## config.mk

```make
export PLATFORM = sky130hd
export DESIGN_NAME = load_store_unit
export DESIGN_NICKNAME = d
export VERILOG_FILES = /design/src/rtl/load_store_unit.sv
export SDC_FILE = /design/constraint.sdc
export NUM_CORES = 1
export LEC_CHECK = 0
export CAP_MARGIN = 20
export CORE_MARGIN = 2
export CORE_UTILIZATION = 42
export DETAILED_ROUTE_END_ITERATION = 7
export PLACE_DENSITY = 0.76
export SETUP_SLACK_MARGIN = 0.3
export SKIP_LAST_GASP = 1
export SYNTH_ARGS = -nofsm -noshare
export SYNTH_HDL_FRONTEND = slang
export SYNTH_SLANG_ARGS = --single-unit
```

## constraint.sdc

```tcl
create_clock -name clk -period 3.89 [get_ports clk]
set_input_delay 0.778 -clock clk [delete_from_list [all_inputs] [get_ports clk]]
set_output_delay 0.778 -clock clk [all_outputs]
set_load 0.01 [all_outputs]
```

## src/rtl/load_store_unit.sv

```systemverilog
// rtl/load_store_unit.sv - splits 1/2/4/8-byte core accesses into word-aligned 32-bit memory beats
// Loads are reassembled from up to three beats and sign/zero-extended to BIT_COUNT.
module load_store_unit #(
  parameter int BIT_COUNT = 32,
  parameter int WORD_SIZE = 32
) (
  input  logic                 clk,
  input  logic                 reset,
  input  logic                 ReqValid,
  output logic                 ReqReady,
  input  logic                 ReqWrite,
  input  logic [1:0]           ReqSize,
  input  logic                 ReqUnsigned,
  input  logic [BIT_COUNT-1:0] ReqAdr,
  input  logic [BIT_COUNT-1:0] ReqWriteData,
  output logic                 RespValid,
  output logic                 RespError,
  output logic [BIT_COUNT-1:0] RespData,
  output logic                 MemEn,
  output logic                 MemWrite,
  output logic [3:0]           ByteEn,
  output logic [BIT_COUNT-1:0] MemAdr,
  output logic [31:0]          MemWriteData,
  input  logic [31:0]          MemReadData,
  input  logic                 MemReady
);

  if (BIT_COUNT != 32 && BIT_COUNT != 64) begin : g_bad_bit_count
    $error("load_store_unit: BIT_COUNT must be 32 or 64");
  end
  if (WORD_SIZE != 32) begin : g_bad_word_size
    $error("load_store_unit: WORD_SIZE must be 32");
  end

  typedef enum logic [1:0] {IDLE = 2'd0, ACCESS = 2'd1, RESP = 2'd2} state_t;

  state_t               state, state_next;
  logic [1:0]           beat;
  logic                 lat_write, lat_unsigned, lat_error;
  logic [1:0]           lat_size, lat_off;
  logic [BIT_COUNT-1:0] lat_base;
  logic [11:0]          lat_mask;
  logic [95:0]          lat_window, read_buf;

  logic [11:0]          size_mask, req_mask;
  logic [95:0]          req_window;
  logic                 req_error, last_beat;
  logic [3:0]           beat_en;
  logic [31:0]          beat_data;
  logic [63:0]          load_raw, load_ext;

  always_comb begin
    size_mask = 12'h001;
    case (ReqSize)
      2'd0: size_mask = 12'h001;
      2'd1: size_mask = 12'h003;
      2'd2: size_mask = 12'h00F;
      2'd3: size_mask = 12'h0FF;
    endcase
  end

  assign req_mask   = size_mask << ReqAdr[1:0];
  assign req_error  = (ReqSize == 2'd3) && (BIT_COUNT == 32);
  assign req_window = {{(96-BIT_COUNT){1'b0}}, ReqWriteData} << {ReqAdr[1:0], 3'b000};

  // The current beat is the last one when no enabled byte lies beyond it.
  always_comb begin
    last_beat = 1'b1;
    beat_en   = lat_mask[3:0];
    beat_data = lat_window[31:0];
    case (beat)
      2'd0: begin
        last_beat = (lat_mask[11:4] == 8'h00);
        beat_en   = lat_mask[3:0];
        beat_data = lat_window[31:0];
      end
      2'd1: begin
        last_beat = (lat_mask[11:8] == 4'h0);
        beat_en   = lat_mask[7:4];
        beat_data = lat_window[63:32];
      end
      default: begin
        last_beat = 1'b1;
        beat_en   = lat_mask[11:8];
        beat_data = lat_window[95:64];
      end
    endcase
  end

  always_comb begin
    load_raw = 64'(read_buf >> {lat_off, 3'b000});
    load_ext = load_raw;
    case (lat_size)
      2'd0:    load_ext = {{56{load_raw[7]  & ~lat_unsigned}}, load_raw[7:0]};
      2'd1:    load_ext = {{48{load_raw[15] & ~lat_unsigned}}, load_raw[15:0]};
      2'd2:    load_ext = {{32{load_raw[31] & ~lat_unsigned}}, load_raw[31:0]};
      default: load_ext = load_raw;
    endcase
  end

  always_ff @(posedge clk or negedge reset) begin
    if (!reset) state <= IDLE;
    else        state <= state_next;
  end

  always_ff @(posedge clk or negedge reset) begin
    if (!reset) begin
      beat         <= 2'd0;
      lat_write    <= 1'b0;
      lat_unsigned <= 1'b0;
      lat_error    <= 1'b0;
      lat_size     <= 2'd0;
      lat_off      <= 2'd0;
      lat_base     <= '0;
      lat_mask     <= '0;
      lat_window   <= '0;
      read_buf     <= '0;
    end else begin
      case (state)
        IDLE: begin
          beat <= 2'd0;
          if (ReqValid) begin
            lat_write    <= ReqWrite;
            lat_unsigned <= ReqUnsigned;
            lat_error    <= req_error;
            lat_size     <= ReqSize;
            lat_off      <= ReqAdr[1:0];
            lat_base     <= {ReqAdr[BIT_COUNT-1:2], 2'b00};
            lat_mask     <= req_mask;
            lat_window   <= req_window;
          end
        end
        ACCESS: begin
          if (MemReady) begin
            if (!lat_write) begin
              case (beat)
                2'd0:    read_buf[31:0]  <= MemReadData;
                2'd1:    read_buf[63:32] <= MemReadData;
                default: read_buf[95:64] <= MemReadData;
              endcase
            end
            beat <= beat + 2'd1;
          end
        end
        default: beat <= 2'd0;
      endcase
    end
  end

  always_comb begin
    state_next   = state;
    ReqReady     = 1'b0;
    RespValid    = 1'b0;
    RespError    = 1'b0;
    RespData     = '0;
    MemEn        = 1'b0;
    MemWrite     = 1'b0;
    ByteEn       = 4'h0;
    MemAdr       = '0;
    MemWriteData = 32'h0;
    case (state)
      IDLE: begin
        ReqReady = 1'b1;
        if (ReqValid) state_next = req_error ? RESP : ACCESS;
      end
      ACCESS: begin
        MemEn        = 1'b1;
        MemWrite     = lat_write;
        ByteEn       = beat_en;
        MemAdr       = lat_base + BIT_COUNT'({beat, 2'b00});
        MemWriteData = beat_data;
        if (MemReady && last_beat) state_next = RESP;
      end
      RESP: begin
        RespValid  = 1'b1;
        RespError  = lat_error;
        RespData   = (lat_write || lat_error) ? '0 : BIT_COUNT'(load_ext);
        state_next = IDLE;
      end
      default: state_next = IDLE;
    endcase
  end

endmodule
```

==> results.ini <==
[run_status]
status = finished, final reports clean

[clock_tree]
clk_transition_reported_paths_ns = 0.07
cts-root-buf = clkbuf_16
htreeDepth = 4
clock_latency_ns = 0.43
cts_buffers = 17
cts_sinks = 163
cts.path.max_buffers = 2
cts_tree = built
ctsHoldBuffers = 0

[worst_setup_path]
cp_num_buf_inv = 1
worstPathArrival_ns = 2.73
crit_path_cell_trace = nor2_1 > nand2_1 > or4_4 > o21ai_0 > clkdlybuf4s50_1
cp_max_fo = 16
critPathMaxStageDelay_ns = 0.62
start_kind = register
cpMaxStageDelayCell = or4_4
critPathRequiredTime_ns = 3.11
critical-path-top-delay-family = simple AND/OR/NAND/NOR gates
criticalPathCategory = register to output pin
crit_path_end_kind = output pin

[power]
internal_power_mw = 5.61
pwr-share-seq_pct = 35.0
p_sw_mw = 3.53
power.leakage_nw = 5.32
comb_power_share_pct = 46.5
clkPwrFrac_pct = 18.5
peakVddDrop_mv = 0.375
finalPower_mw = 9.15
p_per_area_nw_per_um2 = 757
swShare_pct = 38.6

[synth]
yosysSeqAreaShare_pct = 45.4
synth_async_sr_flop_share_pct = 100
synth_edf_count = 0
synth_area_leader_cell = dfrtp_1
yosys_warnings = 0
ys_types = 48
synth_area_leaders = dfrtp_1 45%, nand2_1 9.0%, mux2_2 8.7%
synth_top_area_share_pct = 45.4
syn_area_per_cell_um2 = 9.72
syn_inst = 923
synth_flop_cell = dfrtp_1
ys_seq_elements = 163
synth_area_um2 = 8970

[finish]
nFillCells = 1780
post-route-cell-area_um2 = 12100
areaGrowthSynthToFinish_pct = 34.6
nets = 1232
n_antenna_cell = 0
drive_gt1_share_pct = 18.2
layout_commonest_cell = nand2_1
final_cell_count_no_fill = 1411
final_cell_mix = 212 x nand2_1, 192 x clkdlybuf4s50_1, 155 x dfrtp_1

[grt]
grt_pass1_wl_um = 41000
grt-ovfl-total = 0
antenna_found_initial = 0
grtUsageTotal_pct = 23.4
grt_pass1_vias = 7531
grt_max_degree = 80

[placement]
placed_area_um2 = 11300
place_inst = 1359
gp_congestion = 0.874
dp_hpwl_um = 17900
io_buffers = 206

[timing]
timing.hold.ws_ns = 0.325
hold_viol_final = 0
rsz0062_at_grt = yes
max_freq_ghz = 0.285
skew_ns = 0.0120
relSlewSlack_pct = 38.6
final.period_utilization_pct = 90.1
worstMarginPinSlew_ns = 0.918
setup_viol_count_final = 0
fin_setup_tns_ns = 0
period_needed_ns = 3.50
finalMaxSlewViolations = 0

[route]
highest_layer = met4
wl_met2_um = 12800
wl_met3_um = 2020
vias = 7837
drt_iter0_markers = 571
first_pass_iters = 7
wl_met1_um = 11000
drc = 0
avgRoutedWirePerCell_um = 18.6
drtAntennaViolNets = 0
routed_wl_um = 26200
routed_via_density = 5.55

[floorplan]
die_width_um = 150
initial_core_util_pct = 42.7
die-area_um2 = 22600
core.rowCount = 53
pin_count = 209
core_region_area_um2 = 21000
dieHeight_um = 150

[min_path]
hp-class = input port to async pin

[flow_run]
max-cap-violations = 0

## layer usage
| layer | global-route usage (%) | vias up |
|---|---|---|
| met3 | 5.64 | 31 |
| met2 | 37.4 | 339 |
| met5 | 0 | - |
| met4 | 7.26 | 0 |
| met1 | 31.7 | 3809 |
| li1 | - | 3658 |
## path summary, 6_finish.rpt
check,from,end,slack (ns),depth (start not counted)
setup / recovery,lat_error$_DFFE_PN0P_,RespData[17],0.39,5
hold / removal,reset,read_buf[46]$_DFFE_PN0P_,0.33,1
setup reg to reg,state[1]$_DFFE_PN0P_,read_buf[17]$_DFFE_PN0P_,1.45,7
hold reg to reg,lat_window[55]$_DFFE_PN0P_,lat_window[55]$_DFFE_PN0P_,0.47,2
max in group asynchronous,reset,lat_base[20]$_DFFE_PN0P_,2.73,2
min in group clk,lat_window[55]$_DFFE_PN0P_,lat_window[55]$_DFFE_PN0P_,0.47,2
## registers in the layout, summed over array words and instances (netlist names)
signal and flops:
lat_mask 10, beat 2, read_buf 56, state 2, lat_error 1, lat_window 56, lat_write 1, lat_off 2
lat_size 2, lat_base 30, lat_unsigned 1
## cells in the mapped netlist, drive strengths merged (2+ instances only)
library cell / n
dfrtp: 163
o21a: 2
inv: 20
a22oi: 3
a22o: 26
nor2: 52
ha: 4
a31oi: 2
a2bb2oi: 5
o31ai: 22
mux4: 31
buf: 24
or3: 4
and3: 22
and2: 8
a21oi: 48
nor4: 2
clkbuf: 47
nand2: 214
a221oi: 2
nand4: 15
or4: 14
and3b: 2
xnor2: 5
o21ai: 43
xor2: 9
or2: 2
nand3: 32
mux2: 69
mux2i: 18
## per-stage QoR
step,utilization (%),setup slack [ns]
CTS,57.1,0.309
floorplan,-,0.805
global route,57.5,0.263
detailed placement,53.7,0.257
global placement,53.7,0.307
finish,57.5,0.387
## power by group through the flow
| stage | combinational [mW] | clock [mW] | sequential, mW |
|---|---|---|---|
| after detailed placement | 4.13 | 0 | 3.22 |
| final | 4.25 | 1.69 | 3.20 |
| after floorplan | 2.73 | 0 | 2.96 |
| after global routing | 4.64 | 1.79 | 3.31 |
| after global placement | 4.06 | 0 | 3.16 |
| after CTS | 4.23 | 1.73 | 3.17 |
## layout make-up
type / count / area (µm²) / share of cell area (%)
Clock buffer: 17 / 425 / 3.52
Tap cell: 275 / 344 / 2.85
Clock inverter: 15 / 164 / 1.36
Inverter: 20 / 78.8 / 0.652
Multi-Input combinational cell: 671 / 4590 / 38.0
Sequential cell: 163 / 4090 / 33.8
Timing Repair Buffer: 250 / 2390 / 19.8
## repair_timing
| item | CTS | global route |
|---|---|---|
| cloned | 1 | 0 |
| setup endpoints to repair | 39 | 49 |
| setup buffers | 13 | 6 |
| gates resized for setup | 19 | 25 |
| pin swaps | 5 | 1 |
## cells by family after synthesis
kind of cell | Yosys count | synth area share [%]
AO/OA/AOI/OAI | 160 | 11.3
XOR/XNOR | 14 | 1.37
adder cells (fa/ha/maj) | 5 | 0.781
buffers and inverters | 91 | 4.21
flip-flops | 163 | 45.4
multiplexers | 118 | 18.4
other | 1 | 0.0418
AND/OR/NAND/NOR | 371 | 18.4
Note: power is estimated with default switching activity, not from simulation.
